### src/rtl/adc_frame_pkg.sv
// Shared types and constants for the dual-ADC frame packer.
// FRAME_CHECKSUM_EN adds a trailing checksum byte to every frame.
package adc_frame_pkg;

  localparam logic [7:0] SYNC_BYTE_DEF = 8'hA5;

`ifdef FRAME_CHECKSUM_EN
  localparam int FRAME_LEN = 6;
`else
  localparam int FRAME_LEN = 5;
`endif

  // ch0 sits in the upper half so the packed pair reads {ch0, ch1}
  typedef struct packed {
    logic [11:0] ch0;
    logic [11:0] ch1;
  } pair_t;

  typedef enum logic [2:0] {IDLE, SYNC, STAT, B0, B1, B2, CSUM} state_t;

  // Checksum covers STAT and the three payload bytes, not SYNC
  function automatic logic [7:0] frame_csum(input logic [1:0] flags, input pair_t p);
    logic [7:0] s;
    s = {6'b0, flags};
    s = s + p.ch0[11:4];
    s = s + {p.ch0[3:0], p.ch1[11:8]};
    s = s + p.ch1[7:0];
    return s;
  endfunction

endpackage

### src/rtl/sync_fifo.sv
// Single-clock FIFO, power-of-two depth, combinational read of the head entry.
// A push while full is accepted only when a pop happens in the same cycle.
module sync_fifo #(
  parameter int WIDTH = 24,
  parameter int DEPTH = 8
) (
  input  logic                     clock,
  input  logic                     reset,
  input  logic                     push,
  input  logic [WIDTH-1:0]         wdata,
  input  logic                     pop,
  output logic [WIDTH-1:0]         rdata,
  output logic                     full,
  output logic                     empty,
  output logic [$clog2(DEPTH):0]   level
);

  localparam int AW = $clog2(DEPTH);

  logic [WIDTH-1:0] mem [DEPTH];
  logic [AW-1:0]    wr_ptr, rd_ptr;
  logic [AW:0]      count;
  logic             do_push, do_pop;

  assign full    = (count == (AW+1)'(DEPTH));
  assign empty   = (count == '0);
  assign do_pop  = pop && !empty;
  assign do_push = push && (!full || do_pop);
  assign rdata   = mem[rd_ptr];
  assign level   = count;

  // Storage array, no reset needed on data
  always_ff @(posedge clock) begin
    if (do_push) mem[wr_ptr] <= wdata;
  end

  // Pointers wrap naturally because depth is a power of two
  always_ff @(posedge clock) begin
    if (reset) begin
      wr_ptr <= '0;
      rd_ptr <= '0;
      count  <= '0;
    end else begin
      if (do_push) wr_ptr <= wr_ptr + 1'b1;
      if (do_pop)  rd_ptr <= rd_ptr + 1'b1;
      case ({do_push, do_pop})
        2'b10:   count <= count + 1'b1;
        2'b01:   count <= count - 1'b1;
        default: count <= count;
      endcase
    end
  end

endmodule

### src/rtl/adc_frame_packer.sv
// Pairs ch0/ch1 samples, queues pairs, and serialises each into a byte frame
// SYNC, STAT, B0, B1, B2 on a valid/ready stream. Overwrite and drop events
// are reported in STAT. Define FRAME_CHECKSUM_EN to append a CSUM byte.
module adc_frame_packer
  import adc_frame_pkg::*;
#(
  parameter int         FIFO_DEPTH = 8,
  parameter logic [7:0] SYNC_BYTE  = SYNC_BYTE_DEF
) (
  input  logic                          clock,
  input  logic                          reset,
  input  logic [11:0]                   ch0_data_i,
  input  logic                          ch0_strb_i,
  input  logic [11:0]                   ch1_data_i,
  input  logic                          ch1_strb_i,
  output logic [7:0]                    byte_o,
  output logic                          valid_o,
  input  logic                          ready_i,
  output logic [$clog2(FIFO_DEPTH):0]   level_o
);

  logic [11:0] slot0, slot1;
  logic [1:0]  have;
  logic        ovr, drop;
  logic        push, ovr_evt, drop_evt;
  logic        fifo_full, fifo_empty, fifo_push, pop;
  logic        fire, frame_end;
  pair_t       wr_pair, rd_pair, cur;
  logic [1:0]  stat;
  state_t      state;

  assign push      = have[0] && have[1];
  assign fifo_push = push && !fifo_full;
  assign drop_evt  = push && fifo_full;
  // A strobe in the push cycle lands in a slot being freed, so it is not an overwrite
  assign ovr_evt   = !push && ((ch0_strb_i && have[0]) || (ch1_strb_i && have[1]));
  assign wr_pair   = '{ch0: slot0, ch1: slot1};

  sync_fifo #(
    .WIDTH ($bits(pair_t)),
    .DEPTH (FIFO_DEPTH)
  ) u_fifo (
    .clock (clock),
    .reset (reset),
    .push  (fifo_push),
    .wdata (wr_pair),
    .pop   (pop),
    .rdata (rd_pair),
    .full  (fifo_full),
    .empty (fifo_empty),
    .level (level_o)
  );

  // Sample slots: latch on strobe, release both once the pair is pushed
  always_ff @(posedge clock) begin
    if (reset) begin
      slot0 <= '0;
      slot1 <= '0;
      have  <= '0;
    end else begin
      if (ch0_strb_i) begin
        slot0   <= ch0_data_i;
        have[0] <= 1'b1;
      end else if (push) begin
        have[0] <= 1'b0;
      end
      if (ch1_strb_i) begin
        slot1   <= ch1_data_i;
        have[1] <= 1'b1;
      end else if (push) begin
        have[1] <= 1'b0;
      end
    end
  end

  // Sticky loss flags; cleared when captured by a pop unless re-set that cycle
  always_ff @(posedge clock) begin
    if (reset) begin
      ovr  <= 1'b0;
      drop <= 1'b0;
    end else begin
      ovr  <= ovr_evt  || (ovr  && !pop);
      drop <= drop_evt || (drop && !pop);
    end
  end

  assign fire = valid_o && ready_i;
`ifdef FRAME_CHECKSUM_EN
  assign frame_end = (state == CSUM) && fire;
`else
  assign frame_end = (state == B2) && fire;
`endif

  // Pop only when starting a frame: from IDLE or straight off the last byte
  always_comb begin
    pop = 1'b0;
    if (!fifo_empty && (state == IDLE || frame_end)) pop = 1'b1;
  end

  // Frame sequencer with registered byte/valid outputs
  always_ff @(posedge clock) begin
    if (reset) begin
      state   <= IDLE;
      byte_o  <= '0;
      valid_o <= 1'b0;
      cur     <= '0;
      stat    <= '0;
    end else if (pop) begin
      cur     <= rd_pair;
      stat    <= {ovr, drop};
      state   <= SYNC;
      byte_o  <= SYNC_BYTE;
      valid_o <= 1'b1;
    end else begin
      case (state)
        IDLE: begin
          valid_o <= 1'b0;
        end
        SYNC: if (fire) begin
          state  <= STAT;
          byte_o <= {6'b0, stat};
        end
        STAT: if (fire) begin
          state  <= B0;
          byte_o <= cur.ch0[11:4];
        end
        B0: if (fire) begin
          state  <= B1;
          byte_o <= {cur.ch0[3:0], cur.ch1[11:8]};
        end
        B1: if (fire) begin
          state  <= B2;
          byte_o <= cur.ch1[7:0];
        end
`ifdef FRAME_CHECKSUM_EN
        B2: if (fire) begin
          state  <= CSUM;
          byte_o <= frame_csum(stat, cur);
        end
        CSUM: if (fire) begin
          state   <= IDLE;
          byte_o  <= '0;
          valid_o <= 1'b0;
        end
`else
        B2: if (fire) begin
          state   <= IDLE;
          byte_o  <= '0;
          valid_o <= 1'b0;
        end
`endif
        default: begin
          state   <= IDLE;
          byte_o  <= '0;
          valid_o <= 1'b0;
        end
      endcase
    end
  end

endmodule

### config.mk
export PLATFORM = sky130hd
export DESIGN_NAME = adc_frame_packer
export DESIGN_NICKNAME = d
export VERILOG_FILES = /design/src/rtl/adc_frame_pkg.sv /design/src/rtl/sync_fifo.sv /design/src/rtl/adc_frame_packer.sv
export SDC_FILE = /design/constraint.sdc
export NUM_CORES = 1
export LEC_CHECK = 0
export CAP_MARGIN = 20
export CELL_PAD_IN_SITES_DETAIL_PLACEMENT = 0
export CELL_PAD_IN_SITES_GLOBAL_PLACEMENT = 1
export CORE_MARGIN = 3
export CORE_UTILIZATION = 56
export DETAILED_ROUTE_END_ITERATION = 12
export PLACE_DENSITY = 0.95
export RECOVER_POWER = 50
export REMOVE_ABC_BUFFERS = 1
export SYNTH_ARGS = -nofsm -noshare
export SYNTH_HDL_FRONTEND = slang
export SYNTH_SLANG_ARGS = --single-unit
### constraint.sdc
create_clock -name clock -period 9.41 [get_ports clock]
set_clock_uncertainty 0.15 [all_clocks]
set_input_delay 2.3525 -clock clock [delete_from_list [all_inputs] [get_ports clock]]
set_output_delay 2.3525 -clock clock [all_outputs]
set_load 0.005 [all_outputs]
==> metrics.md <==
| Metric | Value |
|---|---|
| Clk slew on worst S/H paths | 0.06 ns |
| Detail Placement HPWL | 11.3 mm |
| Vias in the first global route | 5,517 |
| Hold Crit Class | register to register |
| Gr usage total | 0.205 |
| Layout cells sized above 1 | 0.180 |
| Vias per inst | 6.07 |
| Hold Slack | 0.312 ns |
| Setup tns final | 0 ns |
| Slew HR | -0.880 |
| Skew-Pair Late Insertion Delay | 0.52 ns |
| Final hold vios | 0 |
| Routability cong. | 0.793 |
| CTS Buf Count | 26 |
| Routed vias | 5,374 |
| CTS tree | built |
| Global-route wire length before repair | 31.7 mm |
| Clock H-tree levels | 1 |
| CP max stage cell | a211oi_4 |
| Outcome | finished, violations left |
| Data arrival time of the critical path | 5.53 ns |
| Fin crit period | 5.24 ns |
| Synth Instances | 600 |
| Register Area | 7290 um^2 |
| Final setup viols | 0 |
| WL final | 20.4 mm |
| # DRC | 0 |
| Die Width | 143 um |
| Cell variety after synth | 48 |
| Post-route ant nets | 0 |
| Port buffer count | 41 |
| Sequential share of power | 0.505 |
| Synthesized cell area | 10,500 um^2 |
| Most frequent cells in the layout | edfxtp_1, dfxtp_1, mux2i_1 |
| Setup crit start kind | primary input |
| Gate power share | 0.170 |
| Pin count of the biggest net entering global routing | 56 |
| RSZ-0062 raised after global routing | no |
| Pleak | 3.83 nW |
| Max-slew violations | 74 |
| Slew @ Worst Pin | 2.81 ns |
| Post-CTS Setup Inserts | 0 |
| Multi-input gate area | 2960 um^2 |
| # diodes | 0 |
| Clock root buffer | clkbuf_16 |
| Period utilization | 0.556 |
| Crit path top cell by count | a21oi_1 |
| Worst vdd ir | 0.148 mV |
| Max cap viols | 4 |
| Routed length per instance | 23.0 um |
| Critical setup path kind | primary input to register |
| Clock power share | 0.325 |
| Ports | 42 |
| Cell Chain, Critical Path | clkdlybuf4s50_1 -> nand4_1 -> a211oi_4 -> ha_1 -> ha_1 -> a21oi_1 -> a21oi_1 -> or4_1 -> a21oi_1 |
| Sequential area share after synthesis | 0.696 |
| TritonCTS Sinks | 268 |
| CTS max path bufs | 3 |
| CP Buf/Inv Count | 1 |
| Pwr dens | 248 nW/um^2 |
| Initial DRT Pass Iterations | 5 |
| Synthesis Warnings | 0 |
| Switching Power | 0.778 mW |
| Critical Path RT | 9.71 ns |
| Total global routing overflow | 0 |
| Critical Path End Type | register |
| CP top delay family | compound AO/OA/AOI/OAI gates |
| Hold Buf Count CTS | 0 |
| Die Span Y | 143 um |
| Failing checks | max-capacitance violations, max-slew violations |
| Layout filler cell count | 1,183 |
| Internal power | 2.15 mW |
| Area Overhead vs Synth | 12.8% |
| Fmax | 191 MHz |
| Initial DRC count | 426 |
| CP max FO | 15 |
| Final nets | 672 |
| Most common cell after layout, fill and taps aside | edfxtp_1 |
| Die area | 20,400 um^2 |
| Flops & latches, synth | 268 |
| Initial core utilization | 0.577 |
| Initial antenna violation count | 0 |
| CP peak stage delay | 0.83 ns |
| Post-cts gate resize count | 0 |
| Core box area | 18,100 um^2 |
| Switching share of power | 0.266 |
| Avg Cell Area, Syn | 17.4 um^2 |
| Cell Rows | 49 |
## synth_stat cells (all sizes together)
master	n	area, um^2
edfxtp	192	5770
dfxtp	76	1520
mux2i	62	621
nor2	55	209
mux4	48	1080
o2bb2ai	28	345
buf	20	149
clkbuf	18	67.6
a21oi	17	85.1
inv	8	30.0
o21ai	8	40.0
nand2	7	26.3
nand2b	6	40.0
nand3b	6	45.0
nor3	6	30.0
ha	5	62.6
nor2b	4	25.0
a2111oi	3	30.0
nand3	3	15.0
o22a	3	26.3
xnor2	3	26.3
a211oi	2	27.5
and4	2	17.5
xor2	2	17.5
a21bo	1	10.0
a22oi	1	7.51
and2	1	6.26
and3	1	6.26
fa	1	20.0
nand4	1	6.26
nor3b	1	12.5
nor4	1	21.3
nor4bb	1	10.0
o211a	1	10.0
o22ai	1	6.26
o31ai	1	7.51
o41ai	1	8.76
or2	1	8.76
or4	1	7.51
or4b	1	10.0
## power groups by stage
stage / combinational, mW / clock (mW) / sequential (mW)
2_1_floorplan: 0.348 / 0 / 1.48
3_3_place_gp: 0.466 / 0 / 1.50
3_5_place_dp: 0.491 / 0 / 1.50
4_1_cts: 0.499 / 0.965 / 1.48
5_1_grt: 0.538 / 1.01 / 1.50
6_report: 0.498 / 0.950 / 1.48
## flip-flops by register name, summed over array words and instances (netlist names)
signal and flops:
slot1 12, drop 1, slot0 12, valid_o 1
u_fifo.rd_ptr 3, have 2, stat 2, byte_o 8
u_fifo.level 4, state 3, cur 24, u_fifo.mem 192
ovr 1, u_fifo.wr_ptr 3
## path summary, 6_finish.rpt
kind	startpoint	endpoint	slack [ns]	cells past startpoint
max	ready_i	u_fifo.level[3]$_SDFFE_PP0P_	4.17	9
min	cur[16]$_SDFFE_PP0P_	cur[16]$_SDFFE_PP0P_	0.31	1
min reg2reg	cur[16]$_SDFFE_PP0P_	cur[16]$_SDFFE_PP0P_	0.31	1
max reg2reg	u_fifo.level[0]$_SDFFE_PP0P_	u_fifo.mem[7][14]$_DFFE_PP_	5.50	4
## through the flow
stage	setup WS, ns	instances	power, mW	util	cell area [um^2]
3_3_place_gp	3.85	838	1.96	0.609	11000
6_report	4.17	886	2.93	0.650	11800
3_5_place_dp	3.69	838	1.99	0.609	11000
4_1_cts	4.21	886	2.94	0.652	11800
2_1_floorplan	4.67	562	1.82	-	10200
5_1_grt	3.97	886	3.05	0.650	11800
## per-layer routing
metal | up-vias | track usage | part of all wire
met3 | 45 | 0.0305 | 0.045
met5 | - | 0 | 0
met4 | 0 | 0.0720 | 0.029
met2 | 164 | 0.340 | 0.50
met1 | 2745 | 0.282 | 0.42
li1 | 2420 | - | -
## cell type report
| class | instances | share of cell area |
|---|---|---|
| clock buffers | 38 | 0.0624 |
| inverters | 8 | 0.00254 |
| flip-flops and latches | 268 | 0.618 |
| clock inverters | 10 | 0.00424 |
| well taps | 229 | 0.0243 |
| repair buffers | 47 | 0.0378 |
| multi-input cells | 286 | 0.251 |
## kinds of logic after synthesis
kind of cell | share of synthesized area
flops | 0.696
mux | 0.163
simple gates | 0.0475
compound gates | 0.0578
buf+inv | 0.0236
fa+ha+maj | 0.00789
xor+xnor | 0.00419
Power figures use the tool's default switching activity.
